===== src/rtl/vga_timing_pkg.sv =====
// Shared timing constants, widths and the coordinate type for the VGA raster generator.
package vga_timing_pkg;

  localparam int CNT_W   = 11;
  localparam int COORD_W = 10;

  localparam int   DEF_H_SYNC   = 96;
  localparam int   DEF_H_BACK   = 48;
  localparam int   DEF_H_ACTIVE = 640;
  localparam int   DEF_H_FRONT  = 16;
  localparam int   DEF_V_SYNC   = 2;
  localparam int   DEF_V_BACK   = 33;
  localparam int   DEF_V_ACTIVE = 480;
  localparam int   DEF_V_FRONT  = 10;
  localparam logic DEF_SYNC_POL = 1'b0;

  typedef struct packed {
    logic [COORD_W-1:0] x;
    logic [COORD_W-1:0] y;
  } coord_t;

  function automatic int h_total(input int sync, input int back, input int active, input int front);
    return sync + back + active + front;
  endfunction

  function automatic int v_total(input int sync, input int back, input int active, input int front);
    return sync + back + active + front;
  endfunction

endpackage


===== src/rtl/vga_timing_gen_if.sv =====
// Raster timing bundle: the generator drives it (master), the pixel stage consumes it (slave).
interface vga_timing_gen_if;
  import vga_timing_pkg::*;

  logic               hsync;
  logic               vsync;
  logic               pix_req;
  logic [COORD_W-1:0] pix_x;
  logic [COORD_W-1:0] pix_y;
  logic               de;
  logic               frame_start;

  modport master (output hsync, vsync, pix_req, pix_x, pix_y, de, frame_start);
  modport slave  (input  hsync, vsync, pix_req, pix_x, pix_y, de, frame_start);
endinterface


===== src/rtl/vga_pix_ce.sv =====
// Divide-by-2 pixel clock enable; only built when VGA_TIMING_CLKDIV_EN is defined.
`ifdef VGA_TIMING_CLKDIV_EN
module vga_pix_ce (
  input  logic clk,
  input  logic rst_n,
  output logic pix_ce_o
);

  logic phase_q;
  logic phase_d;

  assign phase_d  = ~phase_q;
  // Enable on phase 1 so the first pixel tick lands on the second edge after release.
  assign pix_ce_o = phase_q;

  always_ff @(posedge clk or negedge rst_n) begin
    if (!rst_n) phase_q <= 1'b0;
    else        phase_q <= phase_d;
  end

endmodule
`endif


===== src/rtl/vga_timing_gen.sv =====
// VGA raster counters and registered sync/request/enable decode.
// VGA_TIMING_CLKDIV_EN: pixel tick = clk/2 via vga_pix_ce; otherwise every clk edge is a tick.
module vga_timing_gen
  import vga_timing_pkg::*;
#(
  parameter int   H_SYNC   = DEF_H_SYNC,
  parameter int   H_BACK   = DEF_H_BACK,
  parameter int   H_ACTIVE = DEF_H_ACTIVE,
  parameter int   H_FRONT  = DEF_H_FRONT,
  parameter int   V_SYNC   = DEF_V_SYNC,
  parameter int   V_BACK   = DEF_V_BACK,
  parameter int   V_ACTIVE = DEF_V_ACTIVE,
  parameter int   V_FRONT  = DEF_V_FRONT,
  parameter logic SYNC_POL = DEF_SYNC_POL
) (
  input  logic              clk,
  input  logic              rst_n,
  vga_timing_gen_if.master  vif
);

  localparam int H_TOTAL = h_total(H_SYNC, H_BACK, H_ACTIVE, H_FRONT);
  localparam int V_TOTAL = v_total(V_SYNC, V_BACK, V_ACTIVE, V_FRONT);

  localparam logic [CNT_W-1:0] H_LAST    = CNT_W'(H_TOTAL - 1);
  localparam logic [CNT_W-1:0] V_LAST    = CNT_W'(V_TOTAL - 1);
  localparam logic [CNT_W-1:0] H_SYNC_E  = CNT_W'(H_SYNC);
  localparam logic [CNT_W-1:0] V_SYNC_E  = CNT_W'(V_SYNC);
  // Request window runs one tick early so the downstream register lines up with de.
  localparam logic [CNT_W-1:0] H_REQ_LO  = CNT_W'(H_SYNC + H_BACK - 1);
  localparam logic [CNT_W-1:0] H_REQ_HI  = CNT_W'(H_SYNC + H_BACK + H_ACTIVE - 1);
  localparam logic [CNT_W-1:0] V_VIS_LO  = CNT_W'(V_SYNC + V_BACK);
  localparam logic [CNT_W-1:0] V_VIS_HI  = CNT_W'(V_SYNC + V_BACK + V_ACTIVE);

  logic             pix_ce;
  logic [CNT_W-1:0] h_cnt_q, h_cnt_d;
  logic [CNT_W-1:0] v_cnt_q, v_cnt_d;
  logic             hsync_q, hsync_d;
  logic             vsync_q, vsync_d;
  logic             pix_req_q, pix_req_d;
  logic             de_q;
  logic             frame_start_q, frame_start_d;
  coord_t           coord_q, coord_d;

`ifdef VGA_TIMING_CLKDIV_EN
  vga_pix_ce u_pix_ce (
    .clk      (clk),
    .rst_n    (rst_n),
    .pix_ce_o (pix_ce)
  );
`else
  assign pix_ce = 1'b1;
`endif

  always_comb begin
    h_cnt_d = h_cnt_q;
    v_cnt_d = v_cnt_q;
    if (pix_ce) begin
      if (h_cnt_q == H_LAST) begin
        h_cnt_d = '0;
        v_cnt_d = (v_cnt_q == V_LAST) ? '0 : v_cnt_q + 1'b1;
      end else begin
        h_cnt_d = h_cnt_q + 1'b1;
      end
    end
  end

  always_comb begin
    hsync_d       = (h_cnt_q < H_SYNC_E) ? SYNC_POL : ~SYNC_POL;
    vsync_d       = (v_cnt_q < V_SYNC_E) ? SYNC_POL : ~SYNC_POL;
    pix_req_d     = (h_cnt_q >= H_REQ_LO) && (h_cnt_q < H_REQ_HI) &&
                    (v_cnt_q >= V_VIS_LO) && (v_cnt_q < V_VIS_HI);
    frame_start_d = (h_cnt_q == '0) && (v_cnt_q == '0);
    coord_d       = '0;
    if (pix_req_d) begin
      coord_d.x = COORD_W'(h_cnt_q - H_REQ_LO);
      coord_d.y = COORD_W'(v_cnt_q - V_VIS_LO);
    end
  end

  always_ff @(posedge clk or negedge rst_n) begin
    if (!rst_n) begin
      h_cnt_q       <= '0;
      v_cnt_q       <= '0;
      hsync_q       <= ~SYNC_POL;
      vsync_q       <= ~SYNC_POL;
      pix_req_q     <= 1'b0;
      de_q          <= 1'b0;
      frame_start_q <= 1'b0;
      coord_q       <= '0;
    end else begin
      h_cnt_q <= h_cnt_d;
      v_cnt_q <= v_cnt_d;
      if (pix_ce) begin
        hsync_q       <= hsync_d;
        vsync_q       <= vsync_d;
        pix_req_q     <= pix_req_d;
        de_q          <= pix_req_q;
        frame_start_q <= frame_start_d;
        coord_q       <= coord_d;
      end
    end
  end

  assign vif.hsync       = hsync_q;
  assign vif.vsync       = vsync_q;
  assign vif.pix_req     = pix_req_q;
  assign vif.pix_x       = coord_q.x;
  assign vif.pix_y       = coord_q.y;
  assign vif.de          = de_q;
  assign vif.frame_start = frame_start_q;

endmodule


===== src/flat_wrapper.sv =====
// flat-port wrapper written by rule: the top's interface ports become plain ports
module vga_timing_gen_flat import vga_timing_pkg::*;
#(
  parameter int   H_SYNC   = DEF_H_SYNC,
  parameter int   H_BACK   = DEF_H_BACK,
  parameter int   H_ACTIVE = DEF_H_ACTIVE,
  parameter int   H_FRONT  = DEF_H_FRONT,
  parameter int   V_SYNC   = DEF_V_SYNC,
  parameter int   V_BACK   = DEF_V_BACK,
  parameter int   V_ACTIVE = DEF_V_ACTIVE,
  parameter int   V_FRONT  = DEF_V_FRONT,
  parameter logic SYNC_POL = DEF_SYNC_POL
)
  (clk, rst_n, vif_hsync, vif_vsync, vif_pix_req, vif_pix_x, vif_pix_y, vif_de, vif_frame_start);
  vga_timing_gen_if vif_i ();
  input  logic clk;
  input  logic rst_n;
  output wire logic [$bits(vif_i.hsync)-1:0] vif_hsync;
  output wire logic [$bits(vif_i.vsync)-1:0] vif_vsync;
  output wire logic [$bits(vif_i.pix_req)-1:0] vif_pix_req;
  output wire logic [$bits(vif_i.pix_x)-1:0] vif_pix_x;
  output wire logic [$bits(vif_i.pix_y)-1:0] vif_pix_y;
  output wire logic [$bits(vif_i.de)-1:0] vif_de;
  output wire logic [$bits(vif_i.frame_start)-1:0] vif_frame_start;
  assign vif_hsync = vif_i.hsync;
  assign vif_vsync = vif_i.vsync;
  assign vif_pix_req = vif_i.pix_req;
  assign vif_pix_x = vif_i.pix_x;
  assign vif_pix_y = vif_i.pix_y;
  assign vif_de = vif_i.de;
  assign vif_frame_start = vif_i.frame_start;
  vga_timing_gen #(.H_SYNC(H_SYNC), .H_BACK(H_BACK), .H_ACTIVE(H_ACTIVE), .H_FRONT(H_FRONT), .V_SYNC(V_SYNC), .V_BACK(V_BACK), .V_ACTIVE(V_ACTIVE), .V_FRONT(V_FRONT), .SYNC_POL(SYNC_POL)) u_core (.clk(clk), .rst_n(rst_n), .vif(vif_i));
endmodule

===== config.mk =====
export PLATFORM = sky130hd
export DESIGN_NAME = vga_timing_gen_flat
export DESIGN_NICKNAME = d
export VERILOG_FILES = /design/src/rtl/vga_timing_pkg.sv /design/src/rtl/vga_timing_gen_if.sv /design/src/rtl/vga_pix_ce.sv /design/src/rtl/vga_timing_gen.sv /design/src/flat_wrapper.sv
export SDC_FILE = /design/constraint.sdc
export NUM_CORES = 1
export LEC_CHECK = 0
export CORE_MARGIN = 2
export CORE_UTILIZATION = 60
export CTS_CLUSTER_SIZE = 25
export DETAILED_ROUTE_END_ITERATION = 12
export DONT_BUFFER_PORTS = 1
export PLACE_DENSITY_LB_ADDON = 0.08
export SYNTH_ARGS = -nofsm -noshare
export SYNTH_HDL_FRONTEND = slang
export SYNTH_HIERARCHICAL = 1
export SYNTH_SLANG_ARGS = --single-unit

===== constraint.sdc =====
create_clock -name clk -period 3 [get_ports clk]
set_input_delay 0.9 -clock clk [delete_from_list [all_inputs] [get_ports clk]]
set_output_delay 0.9 -clock clk [all_outputs]
set_load 0.02 [all_outputs]

-- Word-level counts from Yosys, hierarchy flattened
Index checks and enable logic that the tools add are counted.
- flip-flop bits (word level): 47
- bits in latches: 0
- input bits: 2
- memories kept: 0
- output and inout port bits: 25
- logic and storage cells: 32
- memory bits (writable): 0
- bits in read-only memories: 0
- bitwise gates (word level): 0
- $add $sub $neg: 4
- $lt $le $gt $ge: 6
- equal/unequal tests: 2
- reductions and logical operators: 6
- shift-type cells: 0
- multiplexer cells: 5
- multiply operators: 0
- divide/modulo/power cells: 0
- operator list (cell ; count):
    11-bit by 1-bit adder with 11-bit output (second input constant) ; 2
    11-bit by 10-bit equality test with 1-bit output (second input constant) ; 2
    11-bit logical NOT ; 2
    11-bit by 10-bit < comparator with 1-bit output (second input constant) ; 2
    11-bit two-way mux ; 2
    20-bit two-way mux ; 1
    11-bit by 6-bit >= comparator with 1-bit output (second input constant) ; 1
    11-bit by 8-bit >= comparator with 1-bit output (second input constant) ; 1
    11-bit by 2-bit < comparator with 1-bit output (second input constant) ; 1
    11-bit by 7-bit < comparator with 1-bit output (second input constant) ; 1
    10-bit by 6-bit subtractor with 10-bit output (second input constant) ; 1
    10-bit by 8-bit subtractor with 10-bit output (second input constant) ; 1
    1-bit logical AND ; 4
    1-bit two-way mux ; 2

-- Longest topological paths before layout
Gate-level depths: netlist (run 1).
- depth in word-level cells: 5
- mapped depth: 7
- gate-level depth less buffers: 6

-- Least setup slack after synthesis (run 1)
OpenSTA, ideal clock, no wires.
- path type: flip-flop to flip-flop
- from: reg u_core.v_cnt_q[7]
- to: reg u_core.coord_q, in the netlist u_core/vif.pix_x[7]
- stages on the path, launching flop included: 7
- arrival: 1.664 ns
- data required time: 2.905 ns
- setup slack: 1.242 ns
- buffers on the path: 2
- library setup time: 0.095 ns
- clock period less this slack: 1.758 ns
- cell sequence: dfrtp_1 buf_6 or3_4 o32ai_2 nand4b_1 buf_4 nor4_4
- RTL lines (item ; line ; RTL):
    start: declaration ; vga_timing_gen.sv:36 ; logic [CNT_W-1:0] v_cnt_q, v_cnt_d;
    start signal: assignment ; vga_timing_gen.sv:92 ; v_cnt_q <= v_cnt_d;
    end signal: assignment ; vga_timing_gen.sv:99 ; coord_q <= coord_d;
    end: declaration ; vga_timing_gen.sv:42 ; coord_t coord_q, coord_d;

-- Worst setup path in the final report (run 1)
- from: reg u_core.h_cnt_q[0]
- to: reg u_core.v_cnt_q[5]
- word-level cells in the longest chain between the ends: 1
- ends and longest elaborated chain (item ; line ; RTL):
    start: declaration ; vga_timing_gen.sv:35 ; logic [CNT_W-1:0] h_cnt_q, h_cnt_d;
    start signal: assignment ; vga_timing_gen.sv:91 ; h_cnt_q <= h_cnt_d;
    11-bit by 10-bit equality test with 1-bit output ; vga_timing_gen.sv:58 ; if (h_cnt_q == H_LAST) begin
Every way passes these cells.
A chain may end at the register's enable or synchronous reset.

==> impl_metrics.sql, run 1 <==
INSERT INTO impl_metrics (metric_group, metric, value, unit) VALUES
('detailed_routing', 'drc', '0', ''),
('power_and_ir_drop', 'power.density', '456', 'mW/mm^2'),
('run_status', 'run_status', 'finished, final reports clean', ''),
('timing', 'setup_repair_after_global_routing_missed_its_margin', 'false', ''),
('synthesis', 'syn_inst', '226', ''),
('cells_and_area', 'layout-drive-gt1-share', '10.6', '%'),
('clock_network', 'insertion_delay', '0.30', 'ns'),
('detailed_routing', 'via_per_inst', '6.13', ''),
('detailed_routing', 'routed_wirelength', '4.32', 'mm'),
('timing', 'finalWorstPathRequiredPeriod', '1.98', 'ns'),
('worst_hold_path', 'worst_hold_class', 'input port to asynchronous set/reset pin', ''),
('synthesis', 'synth-async-reset-ratio', '100', '%'),
('timing', 'finalHoldViolations', '0', ''),
('synthesis', 'synth.cells.most_frequent', 'sky130_fd_sc_hd__dfrtp_1 (45), sky130_fd_sc_hd__nor3_1 (24), sky130_fd_sc_hd__nor2_1 (12), sky130_fd_sc_hd__xnor2_1 (12), sky130_fd_sc_hd__nand2_1 (11)', ''),
('clock_network', 'cts_stage_hold_buffer_count', '0', ''),
('grt', 'grt_antenna_before_repair', '0', ''),
('clock_network', 'tritoncts_buffers', '5', ''),
('timing', 'finalSetupViolCount', '0', ''),
('floorplanning', 'floorplan.io_pins', '27', ''),
('clock_network', 'postCtsResizedCells', '0', ''),
('critical_path', 'cp_num_buf_inv', '1', ''),
('cells_and_area', 'design.final.nets', '222', ''),
('placement', 'place.port_buffers', '0', ''),
('detailed_routing', 'drt_first_pass_iters', '5', ''),
('cells_and_area', 'num_antenna_cells', '0', ''),
('timing', 'fin_crit_sh', '66.1', '%'),
('clock_network', 'tritoncts_clock_tree', 'built', ''),
('floorplanning', 'starting_density', '63.0', '%'),
('synthesis', 'post-synth-top-count-cell', 'sky130_fd_sc_hd__dfrtp_1', ''),
('critical_path', 'cp_top_family', 'simple AND/OR/NAND/NOR gates', ''),
('floorplanning', 'dieArea', '0.00439', 'sq mm'),
('cells_and_area', 'utilization', '65.7', '%'),
('timing', 'hold_ws', '0.281', 'ns'),
('critical_path', 'crit_path_cell_trace', 'ha_1 -> nand4_1 -> nor3b_2 -> buf_4 -> o21ai_0 -> a22o_1', ''),
('clock_network', 'cts_htree_levels', '2', ''),
('detailed_routing', 'drtIter0Drc', '149', ''),
('cells_and_area', 'syn_to_final_growth', '4.20', '%'),
('floorplanning', 'fp.coreArea', '0.00369', 'sq mm'),
('critical_path', 'wp_data_arrival', '2.17', 'ns'),
('synthesis', 'synth-seq-area-share', '50.7', '%'),
('detailed_routing', 'route.antenna.remaining_nets', '0', ''),
('cells_and_area', 'finish.cell_count_without_fillers', '265', ''),
('synthesis', 'nets_in_the_synthesized_netlist', '232', ''),
('grt', 'groute.usage.overall', '22.2', '%'),
('timing', 'setup_tns', '0', 'ns'),
('synthesis', 'synth-main-ff-cell', 'sky130_fd_sc_hd__dfrtp_1', ''),
('clock_network', 'post_cts.repair.setup_buffers', '0', ''),
('clock_network', 'clk_transition_reported_paths', '0.08', 'ns'),
('power_and_ir_drop', 'fin_total_pwr', '1.10', 'mW'),
('synthesis', 'yosysTopAreaCell', 'sky130_fd_sc_hd__dfrtp_1', ''),
('synthesis', 'synth_largest_type_area_fraction', '48.4', '%'),
('timing', 'worst_slew_margin_relative_to_its_limit', '64.8', '%'),
('power_and_ir_drop', 'p_leak', '1.10', 'nW'),
('synthesis', 'synth.yosys.warnings', '6', ''),
('timing', 'timing.clock.skew', '0.00627', 'ns'),
('placement', 'hpwl', '3.01', 'mm'),
('critical_path', 'path_class', 'register to register', ''),
('timing', 'report.final.slew_viol_count', '0', ''),
('synthesis', 'synth_cell_type_count', '41', ''),
('cells_and_area', 'nFillCells', '272', ''),
('critical_path', 'slowest_stage_delay_cp', '0.45', 'ns'),
('timing', 'achievable-frequency', '504', 'MHz'),
('grt', 'globalRoute.totalOverflow', '0', ''),
('critical_path', 'critical-path-slowest-cell', 'sky130_fd_sc_hd__dfrtp_1', ''),
('critical_path', 'crit_path_max_fanout', '10', ''),
('synthesis', 'synth_seq_cells', '47', ''),
('power_and_ir_drop', 'max-vdd-ir-drop', '0.313', 'mV'),
('clock_network', 'root_buffer', 'sky130_fd_sc_hd__clkbuf_8', ''),
('floorplanning', 'height_of_the_die', '66.2', 'um'),
('synthesis', 'ys_top_cells_by_area', 'sky130_fd_sc_hd__dfrtp_1 (48%), sky130_fd_sc_hd__nor3_1 (5.2%), sky130_fd_sc_hd__xnor2_1 (4.5%)', ''),
('synthesis', 'synth-edff-count', '0', '');
==> metal layers <==
layer / part of all wire, % / routed length (um) / global-route usage (%) / vias up
met3: 7.1 / 308 / 6.13 / 7
met4: 1.8 / 76 / 8.42 / 0
met2: 44 / 1900 / 31.5 / 76
li1: - / - / - / 775
met5: 0 / 0 / 0 / -
met1: 47 / 2040 / 32.2 / 766
==> flip-flops by register name, indices dropped and copies added, names as in the netlist <==
name                    flops
u_core/vif.hsync            1
u_core/vif.de               1
u_core/vif.frame_start      1
u_core/vif.vsync            1
u_core/v_cnt_q             11
u_core/h_cnt_q             11
u_core/vif.pix_x           10
u_core/vif.pix_req          1
u_core/vif.pix_y           10
==> area by class of cell <==
cell class,instances,area [sq um],share of cell area (%)
clock buffers,6,82.6,3.41
clock inverters,2,35.0,1.45
inverters,7,26.3,1.08
multi-input cells,152,1020,42.0
flip-flops and latches,47,1180,48.7
well taps,48,60.1,2.48
repair buffers,3,22.5,0.930
==> cell usage in the layout (no fill, tap or decap), types with 2 or more instances in the layout <==
cell	count
sky130_fd_sc_hd__dfrtp_1	45
sky130_fd_sc_hd__nor3_1	24
sky130_fd_sc_hd__nor2_1	12
sky130_fd_sc_hd__xnor2_1	12
sky130_fd_sc_hd__nand2_1	11
sky130_fd_sc_hd__nand3_1	10
sky130_fd_sc_hd__o21ai_0	9
sky130_fd_sc_hd__xor2_1	9
sky130_fd_sc_hd__inv_1	7
sky130_fd_sc_hd__clkbuf_8	6
sky130_fd_sc_hd__nand4_1	6
sky130_fd_sc_hd__or3_1	6
sky130_fd_sc_hd__and3_1	6
sky130_fd_sc_hd__a21oi_1	6
sky130_fd_sc_hd__nor4_1	4
sky130_fd_sc_hd__nor2b_1	4
sky130_fd_sc_hd__a22o_1	4
sky130_fd_sc_hd__ha_1	4
sky130_fd_sc_hd__and2_1	3
sky130_fd_sc_hd__buf_4	3
sky130_fd_sc_hd__o41ai_1	2
sky130_fd_sc_hd__and4_1	2
sky130_fd_sc_hd__nor3b_2	2
sky130_fd_sc_hd__or4_1	2
sky130_fd_sc_hd__dfstp_2	2
==> power breakdown <==
part            total (mW)  switching, mW  internal [mW]  leakage, nW
clock network        0.471          0.201          0.269       0.0612
registers            0.633              0          0.633        0.635
logic          0.000000404              0              0        0.404
==> logic make-up after synthesis <==
logic type / share of synthesized area (%)
and+or+nand+nor: 25.3
DFF: 50.7
buffers and inverters: 5.54
muxes: 0.431
adders and majority gates: 2.15
xor gates and xnor gates: 7.91
AOI/OAI and AO/OA: 7.97
==> path summary, 6_finish.rpt <==
path | cells past startpoint | start | slack [ns] | end
min in group clk | 1 | u_core/v_cnt_q[0]$_DFFE_PN0P_ | 0.54 | u_core/vif.pix_y[0]$_DFF_PN0_
min | 0 | rst_n | 0.28 | u_core/h_cnt_q[0]$_DFF_PN0_
max | 6 | u_core/h_cnt_q[0]$_DFF_PN0_ | 1.02 | u_core/v_cnt_q[5]$_DFFE_PN0P_
min reg2reg | 1 | u_core/v_cnt_q[0]$_DFFE_PN0P_ | 0.54 | u_core/vif.pix_y[0]$_DFF_PN0_
max reg2reg | 6 | u_core/h_cnt_q[0]$_DFF_PN0_ | 1.02 | u_core/v_cnt_q[5]$_DFFE_PN0P_
max in group asynchronous | 0 | rst_n | 2.54 | u_core/vif.hsync$_DFF_PN1_
==> metrics by stage <==
| stage | instance area [sq um] | setup slack [ns] |
|---|---|---|
| 4_1_cts | 2420 | 1.02 |
| 3_5_place_dp | 2300 | 1.05 |
| 6_report | 2420 | 1.02 |
| 5_1_grt | 2420 | 0.842 |
| 3_3_place_gp | 2300 | 1.09 |
| 2_1_floorplan | 2320 | 1.24 |
Power figures use the tool's default switching activity.
==> inputs of run 2 (changes only) <==
--- a/config.mk
+++ b/config.mk
@@ -5,8 +5,9 @@
 export SDC_FILE = /design/constraint.sdc
 export NUM_CORES = 1
 export LEC_CHECK = 0
+export ABC_AREA = 1
 export CORE_MARGIN = 2
-export CORE_UTILIZATION = 60
+export CORE_UTILIZATION = 57
 export CTS_CLUSTER_SIZE = 25
 export DETAILED_ROUTE_END_ITERATION = 12
 export DONT_BUFFER_PORTS = 1
==> constraint.sdc (replaced) <==
create_clock -name clk -period 1.6 [get_ports clk]
set_input_delay 0.48 -clock clk [delete_from_list [all_inputs] [get_ports clk]]
set_output_delay 0.48 -clock clk [all_outputs]
set_load 0.02 [all_outputs]
==> impl_metrics.sql, run 2 <==
INSERT INTO impl_metrics (metric_group, metric, value, unit) VALUES
('timing', 'fin_crit_sh', '97.8', '%'),
('clock_network', 'tritoncts_clock_tree', 'built', ''),
('critical_path', 'cp-end-kind', 'register', ''),
('synthesis', 'synth_fa_ha_area_share', '1.98', '%'),
('synthesis', 'synth-seq-area-share', '46.5', '%'),
('synthesis', 'synth_largest_type_area_fraction', '44.5', '%'),
('power_and_ir_drop', 'max-vdd-ir-drop', '0.374', 'mV'),
('placement', 'globalplace.congestion', '0.883', ''),
('synthesis', 'multiplexer_fraction_of_the_synthesized_cell_area', '0', '%'),
('floorplanning', 'fp.coreArea', '0.00432', 'sq mm'),
('floorplanning', 'starting_density', '58.6', '%'),
('critical_path', 'slowest_stage_delay_cp', '0.46', 'ns'),
('placement', 'hpwl', '3.73', 'mm'),
('synthesis', 'synth_seq_cells', '47', ''),
('floorplanning', 'height_of_the_die', '70.7', 'um'),
('floorplanning', 'dieArea', '0.00499', 'sq mm'),
('cells_and_area', 'most-common-layout-cells', 'sky130_fd_sc_hd__nand2_1 (49), sky130_fd_sc_hd__dfrtp_1 (37), sky130_fd_sc_hd__buf_4 (29), sky130_fd_sc_hd__inv_1 (28), sky130_fd_sc_hd__nor2_1 (28)', ''),
('timing', 'report.final.slew_viol_count', '0', ''),
('synthesis', 'basic_gate_share_of_the_synthesized_area_counting_and_or_nand_and_nor_cells', '33.0', '%'),
('floorplanning', 'floorplan.io_pins', '27', ''),
('synthesis', 'synth_top_family_by_area', 'simple AND/OR/NAND/NOR gates', ''),
('clock_network', 'root_buffer', 'sky130_fd_sc_hd__clkbuf_8', ''),
('critical_path', 'reg2reg_depth', '8', ''),
('critical_path', 'critical_path_required', '1.84', 'ns'),
('clock_network', 'tritoncts_buffers', '5', ''),
('critical_path', 'worst_r2r_startpoint', 'u_core/v_cnt_q[6]$_DFFE_PN0P_', ''),
('critical_path', 'path_class', 'register to register', ''),
('timing', 'timing.clock.skew', '0.00817', 'ns'),
('synthesis', 'synth-main-ff-cell', 'sky130_fd_sc_hd__dfrtp_1', ''),
('detailed_routing', 'detailroute.via_count', '1965', ''),
('placement', 'dpl_worst_slack', '-0.0144', 'ns'),
('cells_and_area', 'finish.cell_count_without_fillers', '375', ''),
('synthesis', 'ys_top_cells_by_area', 'sky130_fd_sc_hd__dfrtp_1 (44%), sky130_fd_sc_hd__nor2_4 (9.3%), sky130_fd_sc_hd__nand2_1 (7.7%)', ''),
('critical_path', 'crit_path_max_fanout', '5', ''),
('cells_and_area', 'most_common_cell_after_layout_fill_and_taps_aside', 'sky130_fd_sc_hd__nand2_1', ''),
('cells_and_area', 'syn_to_final_growth', '22.4', '%'),
('synthesis', 'avgSynthCellArea', '8.95', 'sq um'),
('timing', 'finalSetupViolCount', '0', ''),
('grt', 'grt_max_degree', '46', ''),
('grt', 'globalRoute.totalOverflow', '0', ''),
('detailed_routing', 'routed_wirelength', '5.49', 'mm'),
('synthesis', 'post-synth-top-count-cell', 'sky130_fd_sc_hd__nand2_1', ''),
('floorplanning', 'placementRows', '24', ''),
('job', 'maxCapViolations', '0', ''),
('grt', 'grt_pass1_vias', '1714', ''),
('critical_path', 'crit_path_cell_trace', 'nor2_2 -> nand2_2 -> o21ai_2 -> nand3_1 -> nor2_4 -> nand2_8 -> clkbuf_16 -> nor2_4', ''),
('cells_and_area', 'reg.largest.list', 'u_core/h_cnt_q x11, u_core/v_cnt_q x11', ''),
('timing', 'finalHoldViolations', '0', ''),
('detailed_routing', 'drc', '0', ''),
('clock_network', 'cts_num_sinks', '47', ''),
('synthesis', 'yosys.area_share.xor_xnor', '6.92', '%'),
('placement', 'place.detailed.instances', '358', ''),
('synthesis', 'synthesized_area_fraction_occupied_by_ao_oa_aoi_and_oai_cells', '3.01', '%'),
('power_and_ir_drop', 'power.density', '615', 'mW/mm^2'),
('detailed_routing', 'drt_first_pass_iters', '4', ''),
('timing', 'final_critical_path_setup_slack', '0.0346', 'ns'),
('timing', 'finalWorstPathRequiredPeriod', '1.57', 'ns'),
('detailed_routing', 'via_per_inst', '5.24', ''),
('critical_path', 'timing.rr.end', 'u_core/vif.pix_y[0]$_DFF_PN0_', ''),
('run_status', 'run_status', 'finished, final reports clean', ''),
('detailed_routing', 'wl_per_cell', '14.6', 'um'),
('grt', 'groute.usage.overall', '21.7', '%'),
('cells_and_area', 'design.final.nets', '328', ''),
('critical_path', 'cp_top_family', 'simple AND/OR/NAND/NOR gates', ''),
('synthesis', 'synth.yosys.warnings', '6', ''),
('synthesis', 'synth-edff-count', '0', ''),
('synthesis', 'syn_area', '0.00253', 'sq mm'),
('grt', 'grt_antenna_before_repair', '0', ''),
('synthesis', 'synth-async-reset-ratio', '100', '%'),
('critical_path', 'critical-path-slowest-cell', 'sky130_fd_sc_hd__dfrtp_2', ''),
('cells_and_area', 'layout-drive-gt1-share', '34.7', '%'),
('floorplanning', 'die-width', '70.7', 'um'),
('synthesis', 'nets_in_the_synthesized_netlist', '289', ''),
('timing', 'achievable-frequency', '639', 'MHz'),
('timing', 'worst_slew_margin_relative_to_its_limit', '75.8', '%'),
('critical_path', 'path_common_cell', 'sky130_fd_sc_hd__nor2_4', ''),
('synthesis', 'yosysTopAreaCell', 'sky130_fd_sc_hd__dfrtp_1', ''),
('clock_network', 'insertion_delay', '0.30', 'ns'),
('timing', 'setup_tns', '0', 'ns'),
('cells_and_area', 'num_antenna_cells', '0', ''),
('synthesis', 'synth_cell_type_count', '28', ''),
('cells_and_area', 'nFillCells', '334', ''),
('clock_network', 'buffer_levels_on_the_longest_clock_path', '2', ''),
('clock_network', 'clk_transition_reported_paths', '0.09', 'ns'),
('power_and_ir_drop', 'p_leak', '1.57', 'nW'),
('timing', 'worst_pin_slew', '0.360', 'ns'),
('detailed_routing', 'route.antenna.remaining_nets', '0', ''),
('critical_path', 'critical_path.startpoint_type', 'register', ''),
('critical_path', 'wp_data_arrival', '1.80', 'ns'),
('synthesis', 'syn_inst', '283', ''),
('critical_path', 'cp_num_buf_inv', '1', ''),
('detailed_routing', 'drtIter0Drc', '162', ''),
('grt', 'first_pass_grt_wire_length', '8.22', 'mm'),
('critical_path', 'worst-r2r-setup-slack', '0.03', 'ns'),
('synthesis', 'synth.cells.most_frequent', 'sky130_fd_sc_hd__nand2_1 (52), sky130_fd_sc_hd__dfrtp_1 (45), sky130_fd_sc_hd__nor2_1 (33)', ''),
('clock_network', 'cts_htree_levels', '2', ''),
('placement', 'place.port_buffers', '0', ''),
('worst_hold_path', 'worst_hold_class', 'input port to asynchronous set/reset pin', '');
==> run 2: how the worst max path moves through the flow <==
stage	start	endpoint	slack, ns	depth (start not counted)
after floorplan	u_core/v_cnt_q[0]$_DFFE_PN0P_	u_core/vif.pix_y[0]$_DFF_PN0_	0.06	10
after global placement	u_core/h_cnt_q[1]$_DFF_PN0_	u_core/vif.pix_y[3]$_DFF_PN0_	0.05	10
after detailed placement	u_core/h_cnt_q[1]$_DFF_PN0_	u_core/vif.pix_y[5]$_DFF_PN0_	-0.01	10
after CTS	u_core/v_cnt_q[0]$_DFFE_PN0P_	u_core/v_cnt_q[1]$_DFFE_PN0P_	0.04	8
after global routing	u_core/v_cnt_q[6]$_DFFE_PN0P_	u_core/vif.pix_y[0]$_DFF_PN0_	-0.05	8
final	u_core/v_cnt_q[6]$_DFFE_PN0P_	u_core/vif.pix_y[0]$_DFF_PN0_	0.03	8
==> run 2: cell families after synthesis <==
logic type | after synthesis
and+or+nand+nor | 155
DFF | 47
buffers and inverters | 43
xor gates and xnor gates | 20
AOI/OAI and AO/OA | 14
adders and majority gates | 4
==> run 2: area by class of cell <==
type	count	area, sq um	area share [%]
clock buffers	5	68.8	2.22
clock inverters	3	15.0	0.484
inverters	37	140	4.52
multi-input cells	194	1250	40.4
flip-flops and latches	47	1190	38.4
well taps	52	65.1	2.10
repair buffers	37	370	11.9
==> run 2: power by group <==
group	internal, mW	switching (mW)
clock network	0.299	0.387
logic	0.0106	0.0233
registers	1.19	0
total	1.50	0.410
==> run 2: layer usage <==
metal / global-route usage, % / part of all wire, % / vias up / wire length [um]
met4: 7.97 / 1.5 / 0 / 85
met2: 29.9 / 47 / 73 / 2580
li1: - / - / 956 / -
met3: 5.70 / 5.8 / 10 / 319
met5: 0 / 0 / - / 0
met1: 32.9 / 46 / 926 / 2510
==> run 2: metrics by stage <==
stage / utilization (%) / hold WS (ns) / power, mW / instance area, sq um
global route: 71.7 / 0.0136 / 1.98 / 3100
floorplan: - / 0.184 / 1.21 / 2530
detailed placement: 64.2 / 0.185 / 1.21 / 2780
global placement: 64.2 / 0.185 / 1.21 / 2780
finish: 71.7 / 0.0142 / 1.91 / 3100
CTS: 67.1 / 0.00158 / 1.93 / 2900
==> run 2: repair_timing <==
item / in CTS / in global routing
cloned: 0 / 2
setup endpoints to repair: 11 / 31
pin swaps: 0 / 8
endpoints found under the hold margin: 45 / 1
resized for setup: 1 / 33
hold buffers: 2 / 1
buffers inserted: 0 / 4
